<file path="config.mk">
export PLATFORM = sky130hd
export DESIGN_NAME = pc_sequencer_flat
export DESIGN_NICKNAME = d
export VERILOG_FILES = /design/src/rtl/pc_seq_pkg.sv /design/src/rtl/pc_sequencer_if.sv /design/src/rtl/pc_sequencer_ret_stack.sv /design/src/rtl/pc_sequencer.sv /design/src/flat_wrapper.sv
export SDC_FILE = /design/constraint.sdc
export NUM_CORES = 1
export LEC_CHECK = 0
export ABC_AREA = 1
export CORE_MARGIN = 2
export CORE_UTILIZATION = 55
export CTS_CLUSTER_SIZE = 25
export DETAILED_ROUTE_END_ITERATION = 12
export DONT_BUFFER_PORTS = 1
export PLACE_DENSITY = 0.7
export SYNTH_ARGS = -nofsm -noshare
export SYNTH_HDL_FRONTEND = slang
export SYNTH_SLANG_ARGS = --single-unit
export TNS_END_PERCENT = 50
</file>
<file path="constraint.sdc">
create_clock -name Clock -period 1.9 [get_ports Clock]
set_input_delay 0.38 -clock Clock [delete_from_list [all_inputs] [get_ports Clock]]
set_output_delay 0.38 -clock Clock [all_outputs]
set_load 0.02 [all_outputs]
</file>
<file path="src/rtl/pc_seq_pkg.sv">
// Shared types and default sizing for the program-counter sequencer.
package pc_seq_pkg;

    typedef enum logic [1:0] {
        RUN   = 2'd0,
        HALT  = 2'd1,
        FAULT = 2'd2
    } seq_state_t;

    typedef enum logic [2:0] {
        SEL_HOLD = 3'd0,
        SEL_INC  = 3'd1,
        SEL_BR   = 3'd2,
        SEL_JMP  = 3'd3,
        SEL_CALL = 3'd4,
        SEL_RET  = 3'd5
    } next_sel_t;

    localparam int PSIZE_DEF     = 5;
    localparam int LAST_ADDR_DEF = 30;
    localparam int DEPTH_DEF     = 4;

endpackage

</file>
<file path="src/rtl/pc_sequencer_if.sv">
// Control-flow request / status bundle between the CPU decode stage and the sequencer.
interface pc_sequencer_if #(
    parameter int Psize = 5,
    parameter int Depth = 4
);
    logic                       Stall;
    logic                       HaltReq;
    logic                       BranchTaken;
    logic [Psize-1:0]           BranchOffset;
    logic                       Jump;
    logic                       Call;
    logic                       Ret;
    logic [Psize-1:0]           Target;
    logic [Psize-1:0]           ProgAddress;
    logic                       Halted;
    logic                       StackErr;
    logic [$clog2(Depth):0]     StackLevel;

    modport master (
        output Stall, HaltReq, BranchTaken, BranchOffset, Jump, Call, Ret, Target,
        input  ProgAddress, Halted, StackErr, StackLevel
    );

    modport slave (
        input  Stall, HaltReq, BranchTaken, BranchOffset, Jump, Call, Ret, Target,
        output ProgAddress, Halted, StackErr, StackLevel
    );
endinterface

</file>
<file path="src/rtl/pc_sequencer_ret_stack.sv">
// Return-address stack; Top is the most recently pushed entry, valid only when not Empty.
module ret_stack
    import pc_seq_pkg::*;
#(
    parameter int Psize = PSIZE_DEF,
    parameter int Depth = DEPTH_DEF,
    localparam int IW   = $clog2(Depth),
    localparam int LW   = IW + 1
) (
    input  logic             Clock,
    input  logic             nReset,
    input  logic             Push,
    input  logic             Pop,
    input  logic [Psize-1:0] DataIn,
    output logic [Psize-1:0] Top,
    output logic [LW-1:0]    Level,
    output logic             Full,
    output logic             Empty
);

    logic [LW-1:0]    level_reg;
    logic [IW-1:0]    wr_idx;
    logic [IW-1:0]    rd_idx;
    logic             do_push;
    logic             do_pop;
    logic [Psize-1:0] slot [Depth];

    assign Full    = (level_reg == LW'(Depth));
    assign Empty   = (level_reg == '0);
    assign do_push = Push && !Full;
    assign do_pop  = Pop && !Push && !Empty;
    assign wr_idx  = level_reg[IW-1:0];
    assign rd_idx  = wr_idx - IW'(1);
    assign Top     = slot[rd_idx];
    assign Level   = level_reg;

    // Only the level is reset; entry contents are meaningless until pushed.
    always_ff @(posedge Clock) begin
        if (!nReset) begin
            level_reg <= '0;
        end else if (do_push) begin
            level_reg <= level_reg + LW'(1);
        end else if (do_pop) begin
            level_reg <= level_reg - LW'(1);
        end
    end

    generate
        for (genvar gi = 0; gi < Depth; gi++) begin : g_slot
            logic [Psize-1:0] slot_reg;
            always_ff @(posedge Clock) begin
                if (do_push && wr_idx == IW'(gi)) begin
                    slot_reg <= DataIn;
                end
            end
            assign slot[gi] = slot_reg;
        end
    endgenerate

endmodule

</file>
<file path="src/rtl/pc_sequencer.sv">
// Program counter with prioritised next-address selection, return stack, halt and fault states.
module pc_sequencer
    import pc_seq_pkg::*;
#(
    parameter int Psize    = PSIZE_DEF,
    parameter int LastAddr = LAST_ADDR_DEF,
    parameter int Depth    = DEPTH_DEF
) (
    input  logic                 Clock,
    input  logic                 nReset,
    pc_sequencer_if.slave        bus
);

    localparam int LW = $clog2(Depth) + 1;
    localparam logic [Psize-1:0] LAST = Psize'(LastAddr);

    seq_state_t       state_reg, state_next;
    next_sel_t        sel;
    logic [Psize-1:0] pc_reg, pc_next;
    logic [Psize-1:0] pc_inc;
    logic             push, pop;
    logic [Psize-1:0] stack_top;
    logic [LW-1:0]    stack_level;
    logic             stack_full, stack_empty;

    // Sequential increment and the call return address share the same wrap rule.
    assign pc_inc = (pc_reg == LAST) ? '0 : pc_reg + Psize'(1);

    ret_stack #(.Psize(Psize), .Depth(Depth)) u_stack (
        .Clock  (Clock),
        .nReset (nReset),
        .Push   (push),
        .Pop    (pop),
        .DataIn (pc_inc),
        .Top    (stack_top),
        .Level  (stack_level),
        .Full   (stack_full),
        .Empty  (stack_empty)
    );

    always_ff @(posedge Clock) begin
        if (!nReset) begin
            state_reg <= RUN;
            pc_reg    <= '0;
        end else begin
            state_reg <= state_next;
            pc_reg    <= pc_next;
        end
    end

    always_comb begin
        state_next = state_reg;
        sel        = SEL_HOLD;
        push       = 1'b0;
        pop        = 1'b0;
        if (state_reg == RUN && !bus.Stall) begin
            if (bus.HaltReq) begin
                state_next = HALT;
            end else if (bus.Ret) begin
                if (stack_empty) state_next = FAULT;
                else begin
                    sel = SEL_RET;
                    pop = 1'b1;
                end
            end else if (bus.Call) begin
                if (stack_full) state_next = FAULT;
                else begin
                    sel  = SEL_CALL;
                    push = 1'b1;
                end
            end else if (bus.Jump) begin
                sel = SEL_JMP;
            end else if (bus.BranchTaken) begin
                sel = SEL_BR;
            end else begin
                sel = SEL_INC;
            end
        end

        // Branch target wraps modulo 2^Psize and deliberately skips the LastAddr check.
        case (sel)
            SEL_INC:           pc_next = pc_inc;
            SEL_BR:            pc_next = pc_reg + bus.BranchOffset;
            SEL_JMP, SEL_CALL: pc_next = bus.Target;
            SEL_RET:           pc_next = stack_top;
            default:           pc_next = pc_reg;
        endcase
    end

    always_comb begin
        bus.ProgAddress = pc_reg;
        bus.Halted      = (state_reg == HALT);
        bus.StackErr    = (state_reg == FAULT);
        bus.StackLevel  = stack_level;
    end

endmodule

</file>
<file path="src/flat_wrapper.sv">
// flat-port wrapper written by rule: the top's interface ports become plain ports
module pc_sequencer_flat import pc_seq_pkg::*;
#(
    parameter int Psize    = PSIZE_DEF,
    parameter int LastAddr = LAST_ADDR_DEF,
    parameter int Depth    = DEPTH_DEF
)
  (Clock, nReset, bus_Stall, bus_HaltReq, bus_BranchTaken, bus_BranchOffset, bus_Jump, bus_Call, bus_Ret, bus_Target, bus_ProgAddress, bus_Halted, bus_StackErr, bus_StackLevel);
  pc_sequencer_if #(.Psize(Psize), .Depth(Depth)) bus_i ();
  input  logic Clock;
  input  logic nReset;
  input wire logic [$bits(bus_i.Stall)-1:0] bus_Stall;
  input wire logic [$bits(bus_i.HaltReq)-1:0] bus_HaltReq;
  input wire logic [$bits(bus_i.BranchTaken)-1:0] bus_BranchTaken;
  input wire logic [$bits(bus_i.BranchOffset)-1:0] bus_BranchOffset;
  input wire logic [$bits(bus_i.Jump)-1:0] bus_Jump;
  input wire logic [$bits(bus_i.Call)-1:0] bus_Call;
  input wire logic [$bits(bus_i.Ret)-1:0] bus_Ret;
  input wire logic [$bits(bus_i.Target)-1:0] bus_Target;
  output wire logic [$bits(bus_i.ProgAddress)-1:0] bus_ProgAddress;
  output wire logic [$bits(bus_i.Halted)-1:0] bus_Halted;
  output wire logic [$bits(bus_i.StackErr)-1:0] bus_StackErr;
  output wire logic [$bits(bus_i.StackLevel)-1:0] bus_StackLevel;
  assign bus_i.Stall = bus_Stall;
  assign bus_i.HaltReq = bus_HaltReq;
  assign bus_i.BranchTaken = bus_BranchTaken;
  assign bus_i.BranchOffset = bus_BranchOffset;
  assign bus_i.Jump = bus_Jump;
  assign bus_i.Call = bus_Call;
  assign bus_i.Ret = bus_Ret;
  assign bus_i.Target = bus_Target;
  assign bus_ProgAddress = bus_i.ProgAddress;
  assign bus_Halted = bus_i.Halted;
  assign bus_StackErr = bus_i.StackErr;
  assign bus_StackLevel = bus_i.StackLevel;
  pc_sequencer #(.Psize(Psize), .LastAddr(LastAddr), .Depth(Depth)) u_core (.Clock(Clock), .nReset(nReset), .bus(bus_i));
endmodule
</file>
==> results by group, run 1 <==
Status
  • Outcome: completed

Clocking
  • Worst-skew pair later-pin latency: 0.34 ns
  • CTS buffer count: 5
  • Hold buffers post-CTS: 0
  • Clock transition at path regs: 0.09 ns
  • CTS HTree Levels: 2
  • CTS root buffer: clkbuf_4
  • CTS max path bufs: 2
  • TritonCTS clock tree: done
  • CTS sink count: 30

Worst setup path
  • CP Class: register to register
  • CP Max Fanout: 4
  • Kind of end point of the critical path: register
  • Required @ worst endpoint: 2.13 ns
  • CP arrival: 1.98 ns
  • Crit path launch type: register

Synth
  • Synth Cell Area: 1950 µm²
  • Sequential area share after synthesis: 0.411
  • Mean Syn Cell Area: 8.01 µm²
  • Yosys warning total: 0
  • Syn nets: 273
  • Synth cell types: 28
  • Ys async rst share: 0
  • Cells after synthesis: 243
  • Prevailing post-synth register cell: edfxtp_1
  • Register bit total from synthesis: 30
  • Number of synthesized flops with an enable pin: 20

STA
  • Skew final: 0.00858 ns
  • Worst slew pin tran: 0.444 ns
  • Pins Over Slew Limit: 0
  • Setup violators final: 0
  • Relative slew slack: 0.703
  • Final hold vios: 0
  • Final Cycle Share: 0.925
  • Max Fclk: 569 MHz
  • Final min period: 1.76 ns
  • Fin Setup TNS: 0 ns
  • Unrepaired setup endpoints after global routing: no

Global route
  • Vias in the first global route: 1576
  • Overall Global Routing Usage: 0.231
  • Initial antenna violation count: 0
  • Pin count of the biggest net entering global routing: 17
  • Gr ovfl total: 0
  • First-pass GRT wire length: 7.16 mm

Finish
  • Final #Nets: 294
  • Non-Filler Instances: 311
  • Share of layout cells above drive strength 1: 0.211
  • Max reg flops: 20
  • Ant. Diodes: 0
  • Fill count: 320
  • Area Overhead vs Synth: 12.6%

Drt
  • Total routed wirelength: 4.20 mm
  • First-pass DRT Iterations: 4
  • Mean routed wirelength per cell: 13.5 µm
  • Drc violations: 0
  • Routed Antenna Nets: 0
  • Vias: 1649
  • DRT iter0 DRCs: 93
  • Routed vias/inst: 5.30

Power
  • Pleak: 0.000969 µW
  • PwrDens: 625 nW/µm²
  • Max VDD drop: 462 µV

Hold path
  • Worst hold path type: input port to register

Place
  • Port Buffer Count: 0
  • Gpl congestion: 0.828
  • Placed instance count: 302
  • Post-DP HPWL: 3.24 mm

Floorplanning
  • Initial Util: 0.579
  • Die X: 63.5 µm
  • IO Count: 28
  • Row count: 21
  • Core area: 3360 µm²
  • Die H: 63.5 µm
  • Full die area: 4030 µm²

Run
  • Max cap viols: 0
==> power breakdown <==
part	internal (µW)	leakage, µW	total [µW]	switching, µW
logic	98.0	0.000673	280	182
registers	710	0.000267	722	11.4
clock network	137	0.0000286	369	231
total	945	0.000969	1370	425
==> what timing repair did <==
| action | 4_1_cts | 5_1_grt |
|---|---|---|
| buffers inserted | 0 | 1 |
| setup endpoints to repair | 0 | 3 |
| resized for setup | 0 | 4 |
==> cell usage after synthesis (4+ instances only) <==
library cell | number | area share
nand3_1 | 20 | 0.051
nand2_2 | 4 | 0.013
inv_1 | 23 | 0.044
nor2_2 | 5 | 0.016
nand2_1 | 45 | 0.087
edfxtp_1 | 20 | 0.31
nor2_4 | 4 | 0.023
ha_1 | 11 | 0.071
o21ai_0 | 15 | 0.039
nor2_1 | 47 | 0.091
nand2_4 | 4 | 0.023
a21oi_1 | 14 | 0.036
dfxtp_1 | 10 | 0.10
==> final cells by class <==
| class | instances | area [µm²] | share of cell area |
|---|---|---|---|
| multi-input cells | 184 | 1050 | 0.479 |
| clock buffers | 5 | 37.5 | 0.0171 |
| repair buffers | 16 | 120 | 0.0548 |
| clock inverters | 3 | 16.3 | 0.00742 |
| well taps | 46 | 57.6 | 0.0263 |
| flip-flops and latches | 30 | 806 | 0.368 |
| inverters | 27 | 104 | 0.0474 |
==> kinds of logic after synthesis <==
group / share of synthesized area
DFF: 0.411
AOI/OAI and AO/OA: 0.0945
xor gates and xnor gates: 0.00900
buffers and inverters: 0.0578
and+or+nand+nor: 0.346
adders and majority gates: 0.0810
==> path summary, 6_finish.rpt <==
path | slack (ns) | depth (start not counted) | start | end
max | 0.14 | 11 | u_core.u_stack.Level[1] | u_core.u_stack.Level[2]
min | 0.18 | 2 | nReset | u_core.u_stack.Level[0]
max reg2reg | 0.14 | 11 | u_core.u_stack.Level[1] | u_core.u_stack.Level[2]
min reg2reg | 0.52 | 2 | u_core.bus.ProgAddress[0] | u_core.bus.ProgAddress[0]
==> cells in the final DEF, fill, tap and decap left out, types with 5 or more instances in the layout <==
| cell type | count |
|---|---|
| nor2_1 | 46 |
| inv_1 | 22 |
| a21oi_1 | 14 |
| nor2_2 | 6 |
| nand2_1 | 45 |
| buf_4 | 16 |
| ha_1 | 10 |
| o21ai_0 | 13 |
| edfxtp_1 | 20 |
| dfxtp_1 | 8 |
| nand3_1 | 20 |
| clkbuf_4 | 5 |
==> critical path, stage by stage, from the launching register on <==
cell and delay, ns:
dfxtp_2 0.33, inv_1 0.07, ha_4 0.18, nand2_1 0.10
nand3_1 0.10, nor2_2 0.13, xor2_1 0.09, ha_1 0.20
o21ai_1 0.13, o211ai_1 0.12, o21ai_1 0.16, a21oi_1 0.05
==> stage by stage <==
stage / hold WS, ns / utilization / instance area (µm²) / setup slack, ns / total power (µW)
5_1_grt: 0.157 / 0.652 / 2190 / 0.00799 / 1450
3_5_place_dp: 0.512 / 0.632 / 2130 / 0.0910 / 1010
4_1_cts: 0.164 / 0.648 / 2180 / 0.0683 / 1380
6_report: 0.180 / 0.652 / 2190 / 0.142 / 1370
3_3_place_gp: 0.494 / 0.632 / 2130 / 0.193 / 1010
2_1_floorplan: 0.498 / - / 1970 / 0.00602 / 947
==> routing by layer <==
layer,GRT usage,share of wire
met5,0,0
met4,0.0815,0.014
met3,0.0643,0.065
met2,0.382,0.50
met1,0.289,0.42
Note: power is estimated with default switching activity, not from simulation.
==> run 2, diff against run 1 <==
--- a/config.mk
+++ b/config.mk
@@ -6,13 +6,15 @@
 export NUM_CORES = 1
 export LEC_CHECK = 0
 export ABC_AREA = 1
+export CELL_PAD_IN_SITES_DETAIL_PLACEMENT = 1
+export CELL_PAD_IN_SITES_GLOBAL_PLACEMENT = 1
 export CORE_MARGIN = 2
-export CORE_UTILIZATION = 55
+export CORE_UTILIZATION = 46
 export CTS_CLUSTER_SIZE = 25
 export DETAILED_ROUTE_END_ITERATION = 12
 export DONT_BUFFER_PORTS = 1
-export PLACE_DENSITY = 0.7
+export PLACE_DENSITY = 0.75
 export SYNTH_ARGS = -nofsm -noshare
 export SYNTH_HDL_FRONTEND = slang
 export SYNTH_SLANG_ARGS = --single-unit
-export TNS_END_PERCENT = 50
+export TNS_END_PERCENT = 1
==> constraint.sdc (replaced) <==
create_clock -name Clock -period 1.72 [get_ports Clock]
set_input_delay 0.344 -clock Clock [delete_from_list [all_inputs] [get_ports Clock]]
set_output_delay 0.344 -clock Clock [all_outputs]
set_load 0.02 [all_outputs]
==> run 2 against run 1 <==
  * Utilization decreased by 6.9 points
  * Cell area increased by 7.0%
  * Setup slack got worse by 0.080 ns
  * Global-route usage decreased by 1.3 points
  * Combinational power increased by 25%
  * Clock-buffer cell count unchanged
  * Critical path depth unchanged
  * Fmax increased by 6.0%
  * Clock skew decreased by 0.00068 ns
  * Non-clock buffer count increased by 4
  * First-iteration DRC count decreased by 37%
  * Total power increased by 24%
  * Critical endpoint unchanged
==> results by group, run 2 (same netlist as run 1, synthesis figures left out) <==
Status
  • Outcome: completed (unchanged)

Drt
  • DR top layer: met4 (unchanged)
  • Met3 WL: 171 µm (was 272 µm)
  • Wl on met1: 2.26 mm (was 1.78 mm)
  • First-pass DRT Iterations: 4 (unchanged)
  • Met2 wire length: 2.50 mm (was 2.09 mm)
  • Routed vias/inst: 5.23 (was 5.30)
  • DRT iter0 DRCs: 59 (was 93)
  • Vias: 1673 (was 1649)
  • Routed Antenna Nets: 0 (unchanged)
  • Total routed wirelength: 5.00 mm (was 4.20 mm)
  • Drc violations: 0 (unchanged)
  • Mean routed wirelength per cell: 15.6 µm (was 13.5 µm)

STA
  • Setup violators final: 0 (unchanged)
  • Relative slew slack: 0.750 (was 0.703)
  • Final min period: 1.66 ns (was 1.76 ns)
  • Skew final: 0.00789 ns (was 0.00858 ns)
  • Min Hold Slack: 0.201 ns (was 0.180 ns)
  • Final hold vios: 0 (unchanged)
  • Worst slew pin tran: 0.373 ns (was 0.444 ns)
  • Pins Over Slew Limit: 0 (unchanged)
  • Final Cycle Share: 0.964 (was 0.925)
  • Max Fclk: 603 MHz (was 569 MHz)
  • Unrepaired setup endpoints after global routing: yes (was no)

Floorplanning
  • Die H: 69.1 µm (was 63.5 µm)
  • Initial Util: 0.483 (was 0.579)
  • Core area: 4030 µm² (was 3360 µm²)
  • Full die area: 4770 µm² (was 4030 µm²)
  • IO Count: 28 (unchanged)
  • Die X: 69.1 µm (was 63.5 µm)
  • Row count: 23 (was 21)

Finish
  • Share of layout cells above drive strength 1: 0.285 (was 0.211)
  • Ant. Diodes: 0 (unchanged)
  • Max reg flops: 20 (unchanged)
  • Area Overhead vs Synth: 20.5% (was 12.6%)
  • Commonest non-fill, non-tap cell in the layout: nor2_1 (unchanged)
  • Non-Filler Instances: 320 (was 311)
  • Fin util: 0.582 (was 0.652)
  • Most frequent cells in the layout: 44 x nor2_1, 43 x nand2_1, 20 x inv_1, 20 x edfxtp_1, 19 x buf_4 (was 46 x nor2_1, 45 x nand2_1, 22 x inv_1)
  • Final #Nets: 299 (was 294)

Power
  • Max VDD drop: 533 µV (was 462 µV)
  • Register share of total power: 0.470 (was 0.527)
  • Pleak: 0.00101 µW (was 0.000969 µW)
  • Clock group share of total power: 0.324 (was 0.269)
  • Net Sw Power: 512 µW (was 425 µW)
  • PwrDens: 725 nW/µm² (was 625 nW/µm²)
  • Combinational share of power: 0.206 (was 0.204)
  • Internal: 1190 µW (was 945 µW)
  • Sw frac: 0.301 (was 0.310)

Global route
  • Initial antenna violation count: 0 (unchanged)
  • Pin count of the biggest net entering global routing: 17 (unchanged)
  • Gr ovfl total: 0 (unchanged)
  • Overall Global Routing Usage: 0.218 (was 0.231)
  • First-pass GRT wire length: 8.31 mm (was 7.16 mm)
  • Vias in the first global route: 1768 (was 1576)

Clocking
  • Worst-skew pair later-pin latency: 0.28 ns (was 0.34 ns)
  • CTS buffer count: 5 (unchanged)
  • CTS HTree Levels: 2 (unchanged)
  • CTS max path bufs: 2 (unchanged)
  • CTS root buffer: clkbuf_8 (was clkbuf_4)
  • CTS sink count: 30 (unchanged)
  • Clock transition at path regs: 0.07 ns (was 0.09 ns)
  • TritonCTS clock tree: done (unchanged)
  • Hold buffers post-CTS: 0 (unchanged)

Worst setup path
  • CP Class: register to register (unchanged)
  • CP Max Fanout: 3 (was 4)
  • Required @ worst endpoint: 1.89 ns (was 2.13 ns)
  • Kind of end point of the critical path: register (unchanged)
  • RR Startpoint: u_core.u_stack.Level[0] (was u_core.u_stack.Level[1])
  • Crit. Startpoint: u_core.u_stack.Level[0] (was u_core.u_stack.Level[1])
  • Crit path launch type: register (unchanged)
  • CP arrival: 1.83 ns (was 1.98 ns)

Place
  • Gpl congestion: 0.873 (was 0.828)
  • Post-DP HPWL: 3.90 mm (was 3.24 mm)
  • Placed instance count: 308 (was 302)
  • Port Buffer Count: 0 (unchanged)

Run
  • Max cap viols: 0 (unchanged)

Hold path
  • HP Start: nReset (unchanged)
  • Worst hold path type: input port to register (unchanged)
## run 2: cell types whose count changed in the layout (fill, tap and decap cells not counted), sizes merged
cell  before  now
buf       16   20
nor2      57   58
## run 2: layout make-up
| class | instances | area [µm²] |
|---|---|---|
| inverters | 27 | 106 |
| repair buffers | 20 | 154 |
| clock inverters | 3 | 16.3 |
| well taps | 50 | 62.6 |
| multi-input cells | 185 | 1130 |
| fillers | 516 | 1680 |
| flip-flops and latches | 30 | 808 |
| clock buffers | 5 | 68.8 |
## run 2: what timing repair did
action,CTS,global route
pin swaps,2,11
cloned,0,1
resized for setup,1,21
endpoints found under the setup margin,2,7
setup buffers,0,3
## run 2: power groups by stage
stage               logic, µW  registers, µW  clock network [µW]
floorplan                 222            829                   0
global placement          308            812                   0
detailed placement        322            812                   0
CTS                       326            797                 557
global route              391            801                 587
finish                    351            799                 551
## run 2: worst paths after layout
| check | end | slack [ns] | cells past startpoint |
|---|---|---|---|
| hold / removal | u_core.u_stack.Level[2] | 0.20 | 2 |
| hold reg to reg | u_core.state_reg[1] | 0.53 | 2 |
| setup reg to reg | u_core.u_stack.Level[2] | 0.06 | 11 |
| setup / recovery | u_core.u_stack.Level[2] | 0.06 | 11 |
## run 2: layer usage
metal  vias to the layer above  track usage
li1                        853            -
met1                       785        0.282
met2                        29        0.374
met3                         6       0.0365
met4                         0       0.0654
met5                         -            0
## run 2: per-stage QoR
stage          setup WS (ns)  area, µm²  power [µW]  setup TNS, ns
2_1_floorplan        -0.0855       1990        1050         -0.163
3_3_place_gp          0.0638       2160        1120              0
3_5_place_dp         -0.0139       2160        1130        -0.0139
4_1_cts              0.00434       2250        1680              0
5_1_grt              -0.0527       2350        1780        -0.0859
6_report              0.0618       2350        1700              0
## run 2: worst max-delay path, cell delays in order (launching register included)
cell      delay (ns)
dfxtp_4         0.36
inv_4           0.04
ha_4            0.16
nand2_4         0.08
nand3_4         0.08
nor2_4          0.17
xor2_2          0.08
ha_2            0.18
o21ai_2         0.10
o211ai_1        0.11
o21ai_1         0.14
a21oi_1         0.05
